===== src/rtl/vgachargen_ctrl_pkg.sv =====
// Shared types and constants for the vgachargen APB controller.
package vgachargen_ctrl_pkg;

    typedef enum logic [1:0] {
        REG_CH_MAP  = 2'd0,
        REG_COL_MAP = 2'd1,
        REG_CH_TIFF = 2'd2,
        REG_RSVD    = 2'd3
    } region_e;

    typedef enum logic [2:0] {
        IDLE,
        WR,
        RD_ADDR,
        RD_CAPT,
        RD_RESP,
        ERR
    } state_e;

    localparam int DEF_CH_MAP_WORDS  = 600;
    localparam int DEF_COL_MAP_WORDS = 600;
    localparam int DEF_CH_TIFF_WORDS = 1024;
    localparam int DEF_MEM_ADDR_W    = 10;

    localparam logic [15:0] STATUS_ID = 16'h56C6;

    // One-hot write-enable pattern {char_tiff, col_map, char_map} for a region.
    function automatic logic [2:0] region_we(input region_e r);
        case (r)
            REG_CH_MAP:  return 3'b001;
            REG_COL_MAP: return 3'b010;
            REG_CH_TIFF: return 3'b100;
            default:     return 3'b000;
        endcase
    endfunction

endpackage


===== src/rtl/apb_vgachargen_ctrl_if.sv =====
// APB3 slave-side bus bundle for the vgachargen controller.
interface apb_vgachargen_ctrl_if;

    logic        psel_i;
    logic        penable_i;
    logic        pwrite_i;
    logic [13:0] paddr_i;
    logic [31:0] pwdata_i;
    logic [3:0]  pstrb_i;
    logic        pready_o;
    logic [31:0] prdata_o;
    logic        pslverr_o;

    modport slave (
        input  psel_i, penable_i, pwrite_i, paddr_i, pwdata_i, pstrb_i,
        output pready_o, prdata_o, pslverr_o
    );

    modport master (
        output psel_i, penable_i, pwrite_i, paddr_i, pwdata_i, pstrb_i,
        input  pready_o, prdata_o, pslverr_o
    );

endinterface


===== src/rtl/apb_vgachargen_addr_dec.sv =====
// Combinational region/index decode with range and alignment checking.
// Region 3 index 0 becomes a readable status word when VGACHARGEN_CTRL_STATUS_EN is defined.
module apb_vgachargen_addr_dec
    import vgachargen_ctrl_pkg::*;
#(
    parameter int CH_MAP_WORDS  = DEF_CH_MAP_WORDS,
    parameter int COL_MAP_WORDS = DEF_COL_MAP_WORDS,
    parameter int CH_TIFF_WORDS = DEF_CH_TIFF_WORDS
) (
    input  logic [13:0] paddr,
    output region_e     region,
    output logic [9:0]  index,
    output logic        err,
    output logic        status_sel
);

    // NOTE: every output gets a default before the case so no latch is inferred.
    always_comb begin
        region     = region_e'(paddr[13:12]);
        index      = paddr[11:2];
        err        = (paddr[1:0] != 2'b00);
        status_sel = 1'b0;
        case (region)
            REG_CH_MAP:  err = err | (32'(index) >= CH_MAP_WORDS);
            REG_COL_MAP: err = err | (32'(index) >= COL_MAP_WORDS);
            REG_CH_TIFF: err = err | (32'(index) >= CH_TIFF_WORDS);
            default: begin
`ifdef VGACHARGEN_CTRL_STATUS_EN
                err        = err | (index != 10'd0);
                status_sel = 1'b1;
`else
                err        = 1'b1;
`endif
            end
        endcase
    end

endmodule


===== src/rtl/apb_vgachargen_ctrl.sv =====
// APB3 slave sequencing CPU accesses into the vgachargen char/colour/font memories.
// Optional write-count status word under VGACHARGEN_CTRL_STATUS_EN.
module apb_vgachargen_ctrl
    import vgachargen_ctrl_pkg::*;
#(
    parameter int CH_MAP_WORDS  = DEF_CH_MAP_WORDS,
    parameter int COL_MAP_WORDS = DEF_COL_MAP_WORDS,
    parameter int CH_TIFF_WORDS = DEF_CH_TIFF_WORDS,
    parameter int MEM_ADDR_W    = DEF_MEM_ADDR_W
) (
    input  logic                  clk_i,
    input  logic                  rst_i,
    apb_vgachargen_ctrl_if.slave  apb,
    output logic [MEM_ADDR_W-1:0] mem_addr_o,
    output logic [3:0]            mem_be_o,
    output logic [31:0]           mem_wdata_o,
    output logic                  char_map_we_o,
    output logic                  col_map_we_o,
    output logic                  char_tiff_we_o,
    input  logic [31:0]           char_map_rdata_i,
    input  logic [31:0]           col_map_rdata_i,
    input  logic [31:0]           char_tiff_rdata_i
);

    state_e      state, state_nxt;
    region_e     dec_region, region_q;
    logic [9:0]  dec_index;
    logic        dec_err, dec_status, req_err;
    logic [2:0]  we_q;
    logic [31:0] rd_sel, prdata_q;
    logic        setup;

    apb_vgachargen_addr_dec #(
        .CH_MAP_WORDS (CH_MAP_WORDS),
        .COL_MAP_WORDS(COL_MAP_WORDS),
        .CH_TIFF_WORDS(CH_TIFF_WORDS)
    ) u_dec (
        .paddr     (apb.paddr_i),
        .region    (dec_region),
        .index     (dec_index),
        .err       (dec_err),
        .status_sel(dec_status)
    );

    assign setup   = (state == IDLE) && apb.psel_i && !apb.penable_i;
    assign req_err = dec_err || (dec_status && apb.pwrite_i);

    always_comb begin
        state_nxt     = state;
        apb.pready_o  = 1'b0;
        apb.pslverr_o = 1'b0;
        case (state)
            IDLE:    if (setup) state_nxt = req_err ? ERR : (apb.pwrite_i ? WR : RD_ADDR);
            WR:      begin state_nxt = IDLE; apb.pready_o = apb.psel_i; end
            RD_ADDR: state_nxt = RD_CAPT;
            RD_CAPT: state_nxt = RD_RESP;
            RD_RESP: begin state_nxt = IDLE; apb.pready_o = apb.psel_i; end
            ERR: begin
                state_nxt     = IDLE;
                apb.pready_o  = apb.psel_i;
                apb.pslverr_o = apb.psel_i;
            end
            default: state_nxt = IDLE;
        endcase
        // A master dropping psel mid-transfer abandons it without a response.
        if (state != IDLE && !apb.psel_i) state_nxt = IDLE;
    end

    // NOTE: sequential state uses non-blocking assignments so every register samples pre-edge values.
    always_ff @(posedge clk_i or posedge rst_i) begin
        if (rst_i) state <= IDLE;
        else       state <= state_nxt;
    end

`ifdef VGACHARGEN_CTRL_STATUS_EN
    logic [15:0] wr_count;

    always_ff @(posedge clk_i or posedge rst_i) begin
        if (rst_i)                          wr_count <= 16'd0;
        else if (state == WR && apb.psel_i) wr_count <= wr_count + 16'd1;
    end
`endif

    always_comb begin
        rd_sel = 32'd0;
        case (region_q)
            REG_CH_MAP:  rd_sel = char_map_rdata_i;
            REG_COL_MAP: rd_sel = col_map_rdata_i;
            REG_CH_TIFF: rd_sel = char_tiff_rdata_i;
            default: begin
`ifdef VGACHARGEN_CTRL_STATUS_EN
                rd_sel = {STATUS_ID, wr_count};
`endif
            end
        endcase
    end

    always_ff @(posedge clk_i or posedge rst_i) begin
        if (rst_i) begin
            mem_addr_o  <= '0;
            mem_be_o    <= 4'd0;
            mem_wdata_o <= 32'd0;
            region_q    <= REG_CH_MAP;
            we_q        <= 3'b000;
            prdata_q    <= 32'd0;
        end else begin
            we_q <= 3'b000;
            if (setup) begin
                mem_addr_o  <= MEM_ADDR_W'(dec_index);
                mem_be_o    <= apb.pstrb_i;
                mem_wdata_o <= apb.pwdata_i;
                region_q    <= dec_region;
                if (req_err)            prdata_q <= 32'd0;
                else if (apb.pwrite_i)  we_q     <= region_we(dec_region);
            end
            if (state == RD_CAPT && apb.psel_i) prdata_q <= rd_sel;
        end
    end

    assign apb.prdata_o = prdata_q;

    // Strobes are qualified by psel so a transfer aborted right after setup never writes.
    assign char_map_we_o  = we_q[0] && apb.psel_i;
    assign col_map_we_o   = we_q[1] && apb.psel_i;
    assign char_tiff_we_o = we_q[2] && apb.psel_i;

endmodule


===== src/flat_wrapper.sv =====
// flat-port wrapper written by rule: the top's interface ports become plain ports
module apb_vgachargen_ctrl_flat import vgachargen_ctrl_pkg::*;
#(
    parameter int CH_MAP_WORDS  = DEF_CH_MAP_WORDS,
    parameter int COL_MAP_WORDS = DEF_COL_MAP_WORDS,
    parameter int CH_TIFF_WORDS = DEF_CH_TIFF_WORDS,
    parameter int MEM_ADDR_W    = DEF_MEM_ADDR_W
)
  (clk_i, rst_i, mem_addr_o, mem_be_o, mem_wdata_o, char_map_we_o, col_map_we_o, char_tiff_we_o, char_map_rdata_i, col_map_rdata_i, char_tiff_rdata_i, apb_psel_i, apb_penable_i, apb_pwrite_i, apb_paddr_i, apb_pwdata_i, apb_pstrb_i, apb_pready_o, apb_prdata_o, apb_pslverr_o);
  apb_vgachargen_ctrl_if apb_i ();
  input  logic clk_i;
  input  logic rst_i;
  output logic [MEM_ADDR_W-1:0] mem_addr_o;
  output logic [3:0] mem_be_o;
  output logic [31:0] mem_wdata_o;
  output logic char_map_we_o;
  output logic col_map_we_o;
  output logic char_tiff_we_o;
  input  logic [31:0] char_map_rdata_i;
  input  logic [31:0] col_map_rdata_i;
  input  logic [31:0] char_tiff_rdata_i;
  input wire logic [$bits(apb_i.psel_i)-1:0] apb_psel_i;
  input wire logic [$bits(apb_i.penable_i)-1:0] apb_penable_i;
  input wire logic [$bits(apb_i.pwrite_i)-1:0] apb_pwrite_i;
  input wire logic [$bits(apb_i.paddr_i)-1:0] apb_paddr_i;
  input wire logic [$bits(apb_i.pwdata_i)-1:0] apb_pwdata_i;
  input wire logic [$bits(apb_i.pstrb_i)-1:0] apb_pstrb_i;
  output wire logic [$bits(apb_i.pready_o)-1:0] apb_pready_o;
  output wire logic [$bits(apb_i.prdata_o)-1:0] apb_prdata_o;
  output wire logic [$bits(apb_i.pslverr_o)-1:0] apb_pslverr_o;
  assign apb_i.psel_i = apb_psel_i;
  assign apb_i.penable_i = apb_penable_i;
  assign apb_i.pwrite_i = apb_pwrite_i;
  assign apb_i.paddr_i = apb_paddr_i;
  assign apb_i.pwdata_i = apb_pwdata_i;
  assign apb_i.pstrb_i = apb_pstrb_i;
  assign apb_pready_o = apb_i.pready_o;
  assign apb_prdata_o = apb_i.prdata_o;
  assign apb_pslverr_o = apb_i.pslverr_o;
  apb_vgachargen_ctrl #(.CH_MAP_WORDS(CH_MAP_WORDS), .COL_MAP_WORDS(COL_MAP_WORDS), .CH_TIFF_WORDS(CH_TIFF_WORDS), .MEM_ADDR_W(MEM_ADDR_W)) u_core (.clk_i(clk_i), .rst_i(rst_i), .apb(apb_i), .mem_addr_o(mem_addr_o), .mem_be_o(mem_be_o), .mem_wdata_o(mem_wdata_o), .char_map_we_o(char_map_we_o), .col_map_we_o(col_map_we_o), .char_tiff_we_o(char_tiff_we_o), .char_map_rdata_i(char_map_rdata_i), .col_map_rdata_i(col_map_rdata_i), .char_tiff_rdata_i(char_tiff_rdata_i));
endmodule

===== config.mk =====
export PLATFORM = sky130hd
export DESIGN_NAME = apb_vgachargen_ctrl_flat
export DESIGN_NICKNAME = d
export VERILOG_FILES = /design/src/rtl/vgachargen_ctrl_pkg.sv /design/src/rtl/apb_vgachargen_ctrl_if.sv /design/src/rtl/apb_vgachargen_addr_dec.sv /design/src/rtl/apb_vgachargen_ctrl.sv /design/src/flat_wrapper.sv
export SDC_FILE = /design/constraint.sdc
export NUM_CORES = 1
export LEC_CHECK = 0
export ABC_AREA = 1
export CAP_MARGIN = 20
export CORE_AREA = 2 2 98 110
export CTS_BUF_LIST = sky130_fd_sc_hd__clkbuf_8
export DETAILED_ROUTE_END_ITERATION = 8
export DIE_AREA = 0 0 100 112
export PLACE_DENSITY = 0.95
export SETUP_SLACK_MARGIN = 0.1
export SKIP_LAST_GASP = 1
export SLEW_MARGIN = 20
export SYNTH_ARGS = -nofsm -noshare
export SYNTH_HDL_FRONTEND = slang
export SYNTH_HIERARCHICAL = 1
export SYNTH_SLANG_ARGS = --single-unit

===== constraint.sdc =====
create_clock -name clk_i -period 5.4 [get_ports clk_i]
set_input_delay 1.35 -clock clk_i [delete_from_list [all_inputs] [get_ports clk_i]]
set_output_delay 1.35 -clock clk_i [all_outputs]
set_load 0.01 [all_outputs]

==> results of run 1 <==
worst min-delay path: stages, from the launching register on:
cell,delay [ps]
dfrtp_1,340
nand2_1,50
nand2_1,50
power breakdown:
part	internal [mW]	switching [mW]	leakage, nW
sequential	0.827	0.111	1.12
clock	0.221	0.218	0.0970
combinational	0.582	0.622	2.05
total	1.63	0.951	3.28
cells in the final DEF, fill, tap and decap left out:
cell type,instances
inv_2,4
nand2_1,271
nor3_1,1
dfrtp_1,86
nand3b_1,1
bufinv_16,1
clkdlybuf4s50_1,233
nor2_2,3
nand4_2,1
nand3_1,112
nor2_1,7
a21oi_1,1
nand2_2,2
clkbuf_8,10
clkinv_2,1
clkinvlp_4,2
nor3_2,3
conb_1,1
nor2_4,2
o211ai_1,1
nand3_2,1
o21ai_1,1
buf_4,7
inv_1,15
o21ai_0,3
worst max path at each step:
stage / start / endpoint / slack (ps) / cells after the start
after global routing: apb_psel_i / apb_pslverr_o / 1100 / 4
final: apb_psel_i / apb_pslverr_o / 1180 / 4
after detailed placement: apb_psel_i / apb_pslverr_o / 1180 / 4
after floorplan: rst_i / u_core/apb.prdata_o[0] / 1830 / 1
after global placement: apb_psel_i / apb_pslverr_o / 1210 / 4
after CTS: apb_psel_i / apb_pslverr_o / 1180 / 4
final cells by class:
class | count | area [um^2] | share of cell area (%)
Sequential cell | 86 | 2152 | 32.08
Clock inverter | 5 | 52.55 | 0.7833
Clock buffer | 10 | 137.6 | 2.051
Inverter | 18 | 68.82 | 1.026
Multi-Input combinational cell | 411 | 1759 | 26.22
Timing Repair Buffer | 240 | 2385 | 35.55
Tap cell | 123 | 153.9 | 2.294
flip-flops by register name, indices dropped and copies added (netlist names):
signal               cells
u_core/apb.prdata_o     32
u_core/mem_wdata_o      32
u_core/mem_addr_o       10
u_core/mem_be_o          4
u_core/state             3
u_core/we_q              3
u_core/region_q          2
cells by family (layout without fill, tap and decap cells):
kind of cell,count (synthesis),count (layout),synth area share (%)
flip-flops,86,86,50.48
AO/OA/AOI/OAI,6,6,0.7629
AND/OR/NAND/NOR,404,404,40.24
other,1,1,0.08797
buffers and inverters,65,273,8.424
through the flow:
stage,total power [mW],hold WS [ps]
2_1_floorplan,1.552,508.5
3_3_place_gp,2.124,451.7
3_5_place_dp,2.161,457.9
4_1_cts,2.607,477.7
5_1_grt,2.779,491.8
6_report,2.581,473.2
metal layers:
layer  vias to the layer above  global-route usage (%)  share of wire [%]
met5                         -                       0                  0
met3                        28                   7.156                8.4
met4                         0                   9.315                2.5
met2                       192                   39.10                 49
li1                       2164                       -                  -
met1                      2010                   26.19                 40
==> metrics, run 1 <==
post-synthesis register bit count 86; Req. time, crit path 4050 ps; chip width 100 um; initial DRC count 191; ANT nets after route 0; worst hold endpoint u_core/mem_wdata_o[7]; Setup WS pre-CTS 1182 ps; Fin. Hold Viols 0; Synth area leader dfrtp_1; WP data arrival 2870 ps; RSZ-0062 raised after global routing false; post-synthesis cell count 562; Buf/Inv on CP 2; power density over the cells 384.7 mW/mm^2; port bufs 233; Worst Slack Setup Final 1183 ps; non-filler cells, final 893; Critical R2R Capture u_core/mem_wdata_o[22]; Setup TNS 0 ps; YS warnings 6; Slew Limit Headroom 34.19%; WS Path Type primary input to output pin; Post-synth EDFFs 0; critical path fanouts, max 7; synthesis-to-finish area growth 57.38%; first-pass GRT wire length 20.40 mm; vias 4,394; fin. max-slew vios 0; die height 112 um; CTS buffer count 9; nets@finish 917; Post-synth top cells nand2_1, nand3_1, dfrtp_1; VDD IR max 0.1606 mV; Starting Density 42.00%; worst slew pin tran 983.6 ps; max_cap viols 0; clk_lat worst skew 350 ps; Post-Route Utilization 66.10%; cells resized by post-CTS repair 0; clock transition at the registers of the reported paths 80 ps; Sink Count 86; placed cells 878; fill count 807; dpl cell area 0.006519 mm^2; Post-Syn Nets 713; Yosys top cell area share 50.48%; min cycle time layout 4217 ps; DRT Pass-1 Iters 4; CORE AREA 0.01015 mm^2; Hold-fix buffers, CTS 0; synthesized area 0.004263 mm^2; initial antenna violation count 0; worst reg-to-reg setup slack 3150 ps; startpoint types primary input; syn avg cell area 7.585 um^2; hold path cells 2; most common cell in the netlist nand2_1; CTS H-tree depth 3; CP max stage cell clkdlybuf4s50_1; largest net degree at the start of global routing 54; Yosys cell types 24; Tcrit/Tclk final 78.09%; Async SR Flop Fraction 100.0%; Fmax 0.2371 GHz; outcome finished clean; post-DP HPWL 9.147 mm; Global Route Usage Sum 22.78%; IO Pins 234; routability cong. 0.7691; total grt overflow 0; Synth area leaders dfrtp_1, nand2_1, nand3_1; ANT cells 0; CP endpoint kind output pin; critical path's largest stage delay 660 ps; leakage power 3.275 nW; CP dominant cell by count clkdlybuf4s50_1; # rows 39; Longest Clk Path Bufs 2; Worst Hold Launch u_core/mem_wdata_o[7]; Synth Flop Type dfrtp_1; Routed wire per std cell 14.03 um; Routed WL 12.53 mm; worst-path cell chain clkdlybuf4s50_1 -> nand2_2 -> nor3_1 -> clkdlybuf4s50_1; worst min path class register to register; vias per inst 4.920; cells on worst reg2reg path 5; cell family with most CP delay buffers and inverters; CTS tree yes; setup bufs post-CTS 0; Setup Viol. Count Final 0; layout cell share with drive strength beyond 1 4.805%; Root Driver clkbuf_8; RR Startpoint u_core/state[0]; register area share after synthesis 50.48%; design area 0.006709 mm^2; clk_skew 11.09 ps; vias in the first global route 4,387; die area 0.01120 mm^2; DRC viols 0
Power figures use the tool's default switching activity.
==> inputs of run 2 (changes only) <==
--- a/config.mk
+++ b/config.mk
@@ -7,11 +7,11 @@
 export LEC_CHECK = 0
 export ABC_AREA = 1
 export CAP_MARGIN = 20
-export CORE_AREA = 2 2 98 110
+export CORE_AREA = 2 2 102 114
 export CTS_BUF_LIST = sky130_fd_sc_hd__clkbuf_8
 export DETAILED_ROUTE_END_ITERATION = 8
-export DIE_AREA = 0 0 100 112
-export PLACE_DENSITY = 0.95
+export DIE_AREA = 0 0 104 116
+export PLACE_DENSITY = 0.89
 export SETUP_SLACK_MARGIN = 0.1
 export SKIP_LAST_GASP = 1
 export SLEW_MARGIN = 20
==> constraint.sdc (replaced) <==
create_clock -name clk_i -period 4.4 [get_ports clk_i]
set_input_delay 1.1 -clock clk_i [delete_from_list [all_inputs] [get_ports clk_i]]
set_output_delay 1.1 -clock clk_i [all_outputs]
set_load 0.01 [all_outputs]
==> run 2 against run 1 <==
Compared with the run above:
- routed wire length is 0.85% lower
- sequential power is 23% higher
- die area is 7.7% higher
- setup slack worse by 500 ps
- via count is 1.3% lower
- non-clock buffer count stayed put
- cell area is 0.73% higher
- clock skew is 3.4 ps lower
- critical endpoint unchanged
- critical path depth stayed put
- global-route usage is 2.0 points lower
==> metrics, run 2 (same netlist as run 1, synthesis figures left out) <==
CP max stage cell clkdlybuf4s50_1; worst-path cell chain clkdlybuf4s50_1 -> nand2_2 -> nor3_1 -> clkdlybuf4s50_1; Global Route Usage Sum 20.74%; Req. time, crit path 3300 ps; CP dominant cell by count clkdlybuf4s50_1; Post-Route Utilization 62.51%; max_cap viols 0; nets@finish 917; fill count 936; vias 4,336; Sink Count 86; worst min path class register to register; # rows 40; Fmax 0.2690 GHz; clk_lat worst skew 350 ps; synthesis-to-finish area growth 58.53%; cells resized by post-CTS repair 0; WP data arrival 2620 ps; ANT cells 0; die area 0.01206 mm^2; clock transition at the registers of the reported paths 80 ps; Root Driver clkbuf_8; CTS H-tree depth 3; clk_skew 7.682 ps; CTS tree yes; outcome finished clean; Starting Density 39.43%; startpoint types primary input; Routed wire per std cell 13.53 um; most frequent cells in the layout nand2_1, clkdlybuf4s50_1, nand3_1; post-DP HPWL 8.942 mm; ANT nets after route 0; vias per inst 4.723; CORE AREA 0.01081 mm^2; RSZ-0062 raised after global routing false; min cycle time layout 3717 ps; largest net degree at the start of global routing 54; critical path's largest stage delay 630 ps; chip width 104 um; Hold-fix buffers, CTS 0; CTS buffer count 9; initial DRC count 195; total grt overflow 0; routability cong. 0.7387; DRT Pass-1 Iters 4; Setup Viol. Count Final 0; cell family with most CP delay buffers and inverters; commonest non-fill, non-tap cell in the layout nand2_1; Buf/Inv on CP 2; VDD IR max 0.2139 mV; Tcrit/Tclk final 84.48%; CP endpoint kind output pin; layout cell share with drive strength beyond 1 5.188%; Slew Limit Headroom 33.00%; die height 116 um; Setup TNS 0 ps; leakage power 3.279 nW; fin. max-slew vios 0; power density over the cells 470.3 mW/mm^2; Longest Clk Path Bufs 2; critical path fanouts, max 7; DRC viols 0; setup bufs post-CTS 0; port bufs 233; Fin. Hold Viols 0; hold_ws 474.9 ps; first-pass GRT wire length 20.11 mm; vias in the first global route 4,138; IO Pins 234; WS Path Type primary input to output pin; Routed WL 12.42 mm; initial antenna violation count 0; worst slew pin tran 1001 ps
-- run 2: worst paths after layout --
check | slack [ps] | start | cells past startpoint | end
worst min-delay path | 470 | u_core/mem_wdata_o[30] | 2 | u_core/mem_wdata_o[30]
max in group asynchronous | 2520 | rst_i | 3 | u_core/mem_wdata_o[30]
min in group asynchronous | 1180 | rst_i | 2 | u_core/mem_wdata_o[11]
worst max register to register | 2160 | u_core/state[0] | 5 | u_core/mem_wdata_o[9]
worst max-delay path | 680 | apb_psel_i | 4 | apb_pslverr_o
worst min register to register | 470 | u_core/mem_wdata_o[30] | 2 | u_core/mem_wdata_o[30]
-- run 2: worst register-to-register path, stage by stage, from the launching register on --
cell,delay [ps]
dfrtp_1,440
nor2_4,130
buf_4,460
nand2_2,720
nand2_1,290
nand2_1,90
-- run 2: metal layers --
layer,share of wire [%],routed length [um],track usage [%]
met5,0,0,0
met4,1.4,180,7.477
met3,7.2,889,5.006
met2,49,6132,35.92
met1,42,5217,25.50
-- run 2: power by group --
part / switching [mW] / internal (mW)
clock: 0.291 / 0.264
combinational: 0.762 / 0.716
sequential: 0.131 / 1.01
-- run 2: final cells by class --
type | count | area (um^2) | area share (%)
timing repair buffer | 240 | 2397 | 35.47
sequential | 86 | 2152 | 31.85
tap | 147 | 183.9 | 2.722
clock buffer | 9 | 123.9 | 1.833
clock inverter | 7 | 72.57 | 1.074
inverter | 18 | 68.82 | 1.018
multi-input combinational | 411 | 1759 | 26.03
-- run 2: metrics by stage --
step / area (um^2) / setup WS (ps) / total power, mW / std cells
final: 6758 / 683.0 / 3.178 / 918
after detailed placement: 6561 / 688.0 / 2.649 / 902
after global routing: 6758 / 640.4 / 3.409 / 918
after floorplan: 4263 / 1078 / 1.905 / 562
after global placement: 6561 / 738.8 / 2.616 / 902
after CTS: 6758 / 692.1 / 3.212 / 918
